**src/rtl/mux2_bist_pkg.sv**
```systemverilog
// rtl/mux2_bist_pkg.sv - shared types, constants and golden model for the mux2 self-test engine
package mux2_bist_pkg;

    typedef enum logic [1:0] {
        IDLE,
        RUN,
        DONE
    } state_t;

    localparam int NUM_VEC = 8;
    localparam int VEC_W   = 3;

    function automatic logic golden_z(input logic sel, input logic d0, input logic d1);
        return sel ? d1 : d0;
    endfunction

endpackage

```
**src/rtl/mux2_bist_if.sv**
```systemverilog
// rtl/mux2_bist_if.sv - connection between the self-test engine and the mux under test
interface mux2_bist_if;
    logic sel;
    logic d0;
    logic d1;
    logic z;

    modport master (output sel, output d0, output d1, input z);
    modport slave  (input sel, input d0, input d1, output z);
endinterface

```
**src/rtl/mux2_bist_hold_timer.sv**
```systemverilog
// rtl/mux2_bist_hold_timer.sv - free-running hold counter with clear and terminal-count output
module mux2_bist_hold_timer #(
    parameter int HOLD_CYCLES = 4
) (
    input  logic clk,
    input  logic rst,
    input  logic clear,
    output logic tc
);

    localparam int CW = (HOLD_CYCLES > 1) ? $clog2(HOLD_CYCLES) : 1;
    localparam logic [CW-1:0] LAST = CW'(HOLD_CYCLES - 1);

    logic [CW-1:0] cnt;

    // Wraps on terminal count so consecutive vectors need no explicit reload.
    always_ff @(posedge clk or posedge rst) begin
        if (rst) begin
            cnt <= '0;
        end else if (clear || tc) begin
            cnt <= '0;
        end else begin
            cnt <= cnt + 1'b1;
        end
    end

    assign tc = !clear && (cnt == LAST);

endmodule

```
**src/rtl/mux2_bist.sv**
```systemverilog
// rtl/mux2_bist.sv - walks all 8 mux2 input vectors, checks z and reports pass/fail
module mux2_bist
    import mux2_bist_pkg::*;
#(
    parameter int HOLD_CYCLES = 4
) (
    input  logic              clk,
    input  logic              rst,
    input  logic              start,
    mux2_bist_if.master       mux,
    output logic              busy,
    output logic              done,
    output logic              pass,
    output logic [3:0]        err_count,
    output logic              fail_valid,
    output logic [VEC_W-1:0]  first_fail_idx
);

    if (HOLD_CYCLES < 1) begin : g_bad_hold
        $error("HOLD_CYCLES must be >= 1");
    end

    localparam logic [VEC_W-1:0] LAST_VEC = VEC_W'(NUM_VEC - 1);

    state_t            state, state_d;
    logic [VEC_W-1:0]  vec_idx, vec_d;
    logic [3:0]        err_d;
    logic              fv_d, busy_d, done_d, pass_d;
    logic [VEC_W-1:0]  ffi_d;
    logic              mismatch;
    logic              tick;

    mux2_bist_hold_timer #(.HOLD_CYCLES(HOLD_CYCLES)) hold_timer (
        .clk   (clk),
        .rst   (rst),
        .clear (state != RUN),
        .tc    (tick)
    );

    always_comb begin
        state_d  = state;
        vec_d    = vec_idx;
        err_d    = err_count;
        fv_d     = fail_valid;
        ffi_d    = first_fail_idx;
        busy_d   = busy;
        done_d   = done;
        pass_d   = pass;
        // Case inequality so an undriven or X mux output is reported as a failure.
        mismatch = (mux.z !== golden_z(vec_idx[2], vec_idx[1], vec_idx[0]));
        case (state)
            IDLE, DONE: begin
                if (start) begin
                    state_d = RUN;
                    vec_d   = '0;
                    err_d   = '0;
                    fv_d    = 1'b0;
                    ffi_d   = '0;
                    busy_d  = 1'b1;
                    done_d  = 1'b0;
                    pass_d  = 1'b0;
                end
            end
            RUN: begin
                if (tick) begin
                    if (mismatch) begin
                        err_d = err_count + 4'd1;
                        if (!fail_valid) begin
                            fv_d  = 1'b1;
                            ffi_d = vec_idx;
                        end
                    end
                    if (vec_idx == LAST_VEC) begin
                        state_d = DONE;
                        busy_d  = 1'b0;
                        done_d  = 1'b1;
                        pass_d  = (err_d == 4'd0);
                    end else begin
                        vec_d = vec_idx + 1'b1;
                    end
                end
            end
            default: state_d = IDLE;
        endcase
    end

    always_ff @(posedge clk or posedge rst) begin
        if (rst) begin
            state          <= IDLE;
            vec_idx        <= '0;
            err_count      <= '0;
            fail_valid     <= 1'b0;
            first_fail_idx <= '0;
            busy           <= 1'b0;
            done           <= 1'b0;
            pass           <= 1'b0;
            mux.sel        <= 1'b0;
            mux.d0         <= 1'b0;
            mux.d1         <= 1'b0;
        end else begin
            state          <= state_d;
            vec_idx        <= vec_d;
            err_count      <= err_d;
            fail_valid     <= fv_d;
            first_fail_idx <= ffi_d;
            busy           <= busy_d;
            done           <= done_d;
            pass           <= pass_d;
            mux.sel        <= (state_d == RUN) ? vec_d[2] : 1'b0;
            mux.d0         <= (state_d == RUN) ? vec_d[1] : 1'b0;
            mux.d1         <= (state_d == RUN) ? vec_d[0] : 1'b0;
        end
    end

endmodule

```
**src/flat_wrapper.sv**
```systemverilog
// flat-port wrapper written by rule: the top's interface ports become plain ports
module mux2_bist_flat import mux2_bist_pkg::*;
#(
    parameter int HOLD_CYCLES = 4
)
  (clk, rst, start, busy, done, pass, err_count, fail_valid, first_fail_idx, mux_sel, mux_d0, mux_d1, mux_z);
  mux2_bist_if mux_i ();
  input  logic clk;
  input  logic rst;
  input  logic start;
  output logic busy;
  output logic done;
  output logic pass;
  output logic [3:0] err_count;
  output logic fail_valid;
  output logic [VEC_W-1:0] first_fail_idx;
  output wire logic [$bits(mux_i.sel)-1:0] mux_sel;
  output wire logic [$bits(mux_i.d0)-1:0] mux_d0;
  output wire logic [$bits(mux_i.d1)-1:0] mux_d1;
  input wire logic [$bits(mux_i.z)-1:0] mux_z;
  assign mux_sel = mux_i.sel;
  assign mux_d0 = mux_i.d0;
  assign mux_d1 = mux_i.d1;
  assign mux_i.z = mux_z;
  mux2_bist #(.HOLD_CYCLES(HOLD_CYCLES)) u_core (.clk(clk), .rst(rst), .start(start), .mux(mux_i), .busy(busy), .done(done), .pass(pass), .err_count(err_count), .fail_valid(fail_valid), .first_fail_idx(first_fail_idx));
endmodule
```
**config.mk**
```make
export PLATFORM = sky130hd
export DESIGN_NAME = mux2_bist_flat
export DESIGN_NICKNAME = d
export VERILOG_FILES = /design/src/rtl/mux2_bist_pkg.sv /design/src/rtl/mux2_bist_if.sv /design/src/rtl/mux2_bist_hold_timer.sv /design/src/rtl/mux2_bist.sv /design/src/flat_wrapper.sv
export SDC_FILE = /design/constraint.sdc
export NUM_CORES = 1
export LEC_CHECK = 0
export ABC_CLOCK_PERIOD_IN_PS = 2070
export BUFFER_PORTS_ARGS = -buffer_cell sky130_fd_sc_hd__buf_2
export CAP_MARGIN = 20
export CELL_PAD_IN_SITES_DETAIL_PLACEMENT = 1
export CELL_PAD_IN_SITES_GLOBAL_PLACEMENT = 2
export CORE_MARGIN = 2
export CORE_UTILIZATION = 37
export CTS_BUF_LIST = sky130_fd_sc_hd__clkbuf_8
export DETAILED_ROUTE_END_ITERATION = 8
export PLACE_DENSITY = 0.8
export SLEW_MARGIN = 30
export SYNTH_ARGS = -nofsm -noshare
export SYNTH_HDL_FRONTEND = slang
export SYNTH_HIERARCHICAL = 1
export SYNTH_SLANG_ARGS = --single-unit
```
**constraint.sdc**
```tcl
create_clock -name clk -period 2.07 [get_ports clk]
set_clock_uncertainty 0.1 [all_clocks]
set_input_delay 0.1035 -clock clk [delete_from_list [all_inputs] [get_ports clk]]
set_output_delay 0.1035 -clock clk [all_outputs]
set_load 0.05 [all_outputs]
```
=== Word level (Yosys, flattened, before mapping) ===
Index checks and enable logic that the tools add are counted.

* Register bits after elaboration: 21
* Input port bits: 4
* Output and inout bits: 14
* Word-level logic and storage cells: 76

* $add $sub $neg: 3
* Eq/ne operators: 12
* Mux-type cells: 38
* Reduce and logical (&&, ||, !) cells: 11

{| class="wikitable"
|+ Operator list
! kind !! count
|-
| $mux 3 || 7
|-
| $mux 4 || 5
|-
| $mux 1 || 14
|-
| $pmux 3 s2 || 2
|-
| $mux 2 || 4
|-
| $pmux 1 s2 || 4
|-
| $pmux 4 s2 || 1
|-
| $reduce_and 4->1 || 2
|-
| $ne 2x1->1 const B || 3
|-
| $ne 2x2->1 const B || 3
|-
| $reduce_and 5->1 || 1
|-
| $add 4x1->4 const B || 1
|-
| $eq 2x1->1 const B || 2
|-
| $eq 2x2->1 const B || 2
|-
| $logic_not 4->1 || 1
|-
| $pmux 2 s2 || 1
|-
| $add 3x1->3 const B || 1
|-
| $eq 3x3->1 const B || 1
|-
| $reduce_and 3->1 || 1
|-
| $add 2x1->2 const B || 1
|-
| $logic_not 2->1 || 1
|-
| $reduce_bool 2->1 || 1
|-
| $reduce_or 2->1 || 1
|-
| $logic_and 1x1->1 || 1
|-
| 3 further kinds || 3
|}

=== Logic depth before layout (Yosys ltp) ===
* Depth in word-level cells: 9
* Gate-level depth with buffers: 7
* Mapped depth without buffers: 7

=== Modules after synthesis ===
Netlist, hierarchy kept.

{| class="wikitable"
|+ Modules (own cells, without submodules)
! module !! times used !! cells an instance !! area an instance (um2) !! sequential area each (um2)
|-
| mux2_bist || 1 || 89 || 963.4 || 475.5
|-
| mux2_bist_hold_timer || 1 || 7 || 97.6 || 50.0
|}

=== Worst setup path after synthesis ===
OpenSTA, ideal clock, no wires.

* Path kind: reg2reg
* From: reg u_core.err_count[0]
* To: reg u_core.err_count[2]
* Library setup time: 0.121 ns
* Arrival: 1.693 ns
* Data required time: 1.849 ns
* Path slack: 0.156 ns
* Cell stages (with the launch flop): 6
* Buffers on the path: 0
* Clock period less this slack: 1.914 ns
* Cells stage by stage: dfrtp_1 -> ha_1 -> or2b_1 -> mux2i_2 -> o21ai_0 -> a22o_1

* Word-level cells in the longest chain between the ends: 6

{| class="wikitable"
|+ RTL lines
! element !! RTL line !! RTL
|-
| start: declaration || mux2_bist.sv:14 || <nowiki>output logic [3:0] err_count,</nowiki>
|-
| start signal: assignment || mux2_bist.sv:103 || <nowiki>err_count <= err_d;</nowiki>
|-
| $add 4x1->4 || mux2_bist.sv:67 || <nowiki>err_d = err_count + 4'd1;</nowiki>
|-
| $mux 4 || mux2_bist.sv:66 || <nowiki>if (mismatch) begin</nowiki>
|-
| $mux 4 || mux2_bist.sv:65 || <nowiki>if (tick) begin</nowiki>
|-
| $mux 4 || mux2_bist.sv:51 || <nowiki>case (state)</nowiki>
|-
| $mux 4 || mux2_bist.sv:65 ||
|-
| $pmux 4 s2 || mux2_bist.sv:51 ||
|}

No other way between the ends. The select of a mux whose other input is x is not followed.
A chain may end at the register's enable or synchronous reset.

=== Final worst setup path ===
* From: reg u_core.state[1]
* To: reg u_core.mux.sel

* Word-level cells in the longest chain between the ends: 7
* Elaborated cells between the ends (all ways): 15
* Those cells by class: 4 x eq/ne; 7 x mux; 4 x reduce/logical

{| class="wikitable"
|+ RTL lines
! element !! RTL line !! RTL
|-
| start: declaration || mux2_bist.sv:25 || <nowiki>state_t state, state_d;</nowiki>
|-
| start signal: assignment || mux2_bist.sv:101 || <nowiki>state <= state_d;</nowiki>
|-
| $ne 2x1->1 || mux2_bist.sv:36 || <nowiki>.clear (state != RUN),</nowiki>
|-
| $logic_not 1->1 || mux2_bist_hold_timer.sv:27 || <nowiki>assign tc = !clear && (cnt == LAST);</nowiki>
|-
| $logic_and 1x1->1 || mux2_bist_hold_timer.sv:27 ||
|-
| net u_core.tick || mux2_bist.sv:31 || <nowiki>logic tick;</nowiki>
|-
| $mux 2 || mux2_bist.sv:65 ||
|-
| $pmux 2 s2 || mux2_bist.sv:51 ||
|-
| net u_core.state_d[0] || mux2_bist.sv:25 ||
|-
| $eq 2x1->1 || mux2_bist.sv:109 || <nowiki>mux.sel <= (state_d == RUN) ? vec_d[2] : 1'b0;</nowiki>
|-
| $mux 1 || mux2_bist.sv:109 ||
|-
| end signal: assignment || mux2_bist.sv:109 ||
|-
| end: declaration || mux2_bist_if.sv:8 || <nowiki>modport master (output sel, output d0, output d1, input z);</nowiki>
|}

The timed path passes the listed nets, and every way through them passes these cells.

==> flow_metrics.tcl <==
set metrics [dict create \
    finalMaxSlewViolations 0 \
    post_cts_buffers 0 \
    totalWireLength_um 2390 \
    dp.cells 144 \
    synth.net_count 103 \
    antenna_found_initial 0 \
    syn-cell-area_um2 1060 \
    critPathSlowestCell "dfrtp_1" \
    ys_types 38 \
    r2r_start "u_core/state[1]$_DFF_PP0_" \
    diodes 0 \
    clk_pin_slew_ns 0.08 \
    worstPathArrival_ns 1.97 \
    dieArea_um2 3310 \
    clockRootBuffer "clkbuf_8" \
    critPathTopFamily "simple AND/OR/NAND/NOR gates" \
    cts_tree "built" \
    dr.pass1.iters 2 \
    hold_path_class "in2async" \
    grtUsageTotal 0.162 \
    post-route-period-util 0.926 \
    cts_buffers 3 \
    cts.sinks 21 \
    syn-mean-instance-area_um2 11.1 \
    cts_buffer_depth 2 \
    outcome "complete, no violations" \
    drtIter0Drc 17 \
    die_w_um 57.6 \
    cpMostUsedCell "inv_1" \
    hold_viol 0 \
    start_kind "flip-flop" \
    die_h_um 57.6 \
    setup_violations 0 \
    max_freq_mhz 522 \
    cp.required_ns 2.12 \
    synth.yosys.seq_area_share 0.495 \
    place_hpwl_um 1780 \
    postLayoutCoreUtil 0.466 \
    initial_utilization 0.388 \
    vias_per_cell 5.34 \
    crit_path_end_kind "flip-flop" \
    crit_chain "and2b_1, inv_1, nor2b_4, nand3_1, a21oi_1, inv_1, and2_1" \
    cp_num_buf_inv 2 \
    wl_per_cell_um 15.9 \
    drive_gt1_frac 0.303 \
    grt_pass1_wl_um 4040 \
    core_area_um2 2730 \
    overflow 0 \
    gp_congestion 0.772 \
    max_stage_delay_ns 0.40 \
    grt_max_degree 20 \
    nets 127 \
    route.detailed.drc 0 \
    yosys_warnings 6 \
    syn_inst 96 \
    ir_drop_uv 907 \
    max_cap_violations 0 \
    port_buffers 17 \
    vias 801 \
    critPathKind "reg2reg" \
    p_leak_nw 0.615 \
    relSlewSlack 0.503 \
    synth-seq-cells 21 \
    final-instance-count-excl-fill 150 \
    io_pins 18 \
    path_max_fanout 6 \
    rows 19 \
    clkLatencyLatePin_ns 0.26 \
    crit_path_start "u_core/state[1]$_DFF_PP0_" \
    grt_pass1_vias 849 \
    htree_levels 1 \
    syn_to_final_growth_pct 20.2 \
    antenna_left 0 \
    p_per_area_nw_per_um2 1530 \
    period_needed_ns 1.92 \
    n_fill_cell 313 \
    worstMarginPinSlew_ns 0.745 \
    power_w 0.00196 \
]
==> state kept, by name (all words and copies together), names as in the netlist <==
register	count
u_core/busy	1
u_core/done	1
u_core/first_fail_idx	3
u_core/state	2
u_core/mux.sel	1
u_core/hold_timer/cnt	2
u_core/vec_idx	3
u_core/mux.d1	1
u_core/pass	1
u_core/err_count	4
u_core/mux.d0	1
u_core/fail_valid	1
==> power by group <==
group | leakage, nW | switching, W | total (W) | internal [W]
registers | 0.266 | 0.000133 | 0.000689 | 0.000556
logic | 0.321 | 0.000664 | 0.00100 | 0.000337
clock network | 0.0269 | 0.000134 | 0.000266 | 0.000132
==> layout make-up <==
type / count / area [um^2] / share of cell area
multi-input cells: 69 / 533 / 0.418
flip-flops and latches: 21 / 527 / 0.413
repair buffers: 20 / 113 / 0.0883
clock buffers: 3 / 41.3 / 0.0324
well taps: 31 / 38.8 / 0.0304
inverters: 5 / 18.8 / 0.0147
clock inverters: 1 / 3.75 / 0.00294
==> cells in the mapped netlist <==
cell / instances / area share
dfrtp_1: 21 / 0.50
nand2_1: 15 / 0.053
mux2i_1: 6 / 0.057
inv_1: 5 / 0.018
a21oi_1: 3 / 0.014
and2_1: 3 / 0.018
ha_1: 3 / 0.035
nor2_1: 3 / 0.011
a22o_1: 2 / 0.017
a31oi_1: 2 / 0.012
mux2i_2: 2 / 0.026
nand2b_1: 2 / 0.012
nor3_2: 2 / 0.019
o21a_1: 2 / 0.014
o21ai_0: 2 / 0.0094
a211oi_1: 1 / 0.0071
a21o_1: 1 / 0.0071
a22o_2: 1 / 0.0094
a22oi_1: 1 / 0.0071
a32oi_1: 1 / 0.0083
and2b_1: 1 / 0.0071
and3_1: 1 / 0.0059
and4b_2: 1 / 0.011
buf_4: 1 / 0.0071
mux2_2: 1 / 0.011
nand3_1: 1 / 0.0047
nand3b_1: 1 / 0.0071
nand3b_2: 1 / 0.011
nor2b_1: 1 / 0.0059
nor2b_2: 1 / 0.0083
nor3b_2: 1 / 0.012
nor4_1: 1 / 0.0059
nor4b_1: 1 / 0.0083
o21ai_1: 1 / 0.0047
o22ai_1: 1 / 0.0059
or2b_1: 1 / 0.0071
xnor2_2: 1 / 0.015
xor2_2: 1 / 0.015
==> tightest hold or removal path: stages <==
cell	delay (ns)
dlygate4sd3_1	0.53
buf_2	0.13
inv_1	0.07
==> path summary, 6_finish.rpt <==
check                                                endpoint  slack [ns]  cells after the start
setup / recovery                     u_core/mux.sel$_DFF_PP0_        0.15                      7
hold / removal             u_core/hold_timer/cnt[1]$_DFF_PP0_        0.13                      3
setup reg to reg                     u_core/mux.sel$_DFF_PP0_        0.15                      7
hold reg to reg            u_core/hold_timer/cnt[0]$_DFF_PP0_        0.35                      1
max in group asynchronous           u_core/state[0]$_DFF_PP0_        0.94                      3
min in group clk              u_core/err_count[3]$_DFFE_PP0P_        0.26                      4
==> cell usage in the layout (no fill, tap or decap), types with 3 or more instances in the layout <==
cell,count
inv_1,6
ha_1,3
and2_1,3
clkbuf_8,3
mux2i_1,6
dfrtp_1,20
nor2_1,3
buf_2,17
nand2_1,15
==> metrics by stage <==
| stage | setup slack [ns] | instance area [um^2] | TNS (ns) | hold slack, ns |
|---|---|---|---|---|
| after global routing | -0.00475 | 1270 | -0.00475 | 0.144 |
| after global placement | 0.154 | 1180 | 0 | -0.140 |
| after detailed placement | 0.0196 | 1180 | 0 | -0.131 |
| after CTS | 0.00187 | 1250 | 0 | 0.127 |
| final | 0.153 | 1270 | 0 | 0.133 |
| after floorplan | 0.156 | 1060 | 0 | -0.255 |
==> logic make-up after synthesis <==
kind of cell,share of synthesized area
mux,0.0932
compound gates,0.116
buf+inv,0.0248
flops,0.495
fa+ha+maj,0.0354
xor+xnor,0.0307
simple gates,0.205
==> metal layers <==
metal | vias to the layer above | GRT usage | part of all wire
met4 | 0 | 0.0698 | 0.016
li1 | 384 | - | -
met1 | 401 | 0.213 | 0.45
met5 | - | 0 | 0
met3 | 4 | 0.0272 | 0.030
met2 | 12 | 0.265 | 0.50
==> what timing repair did <==
| item | CTS | global route |
|---|---|---|
| endpoints found under the hold margin | 22 | 0 |
| endpoints found under the setup margin | 0 | 10 |
| gates resized for setup | 0 | 5 |
| hold buffers | 2 | 0 |
Power figures use the tool's default switching activity.
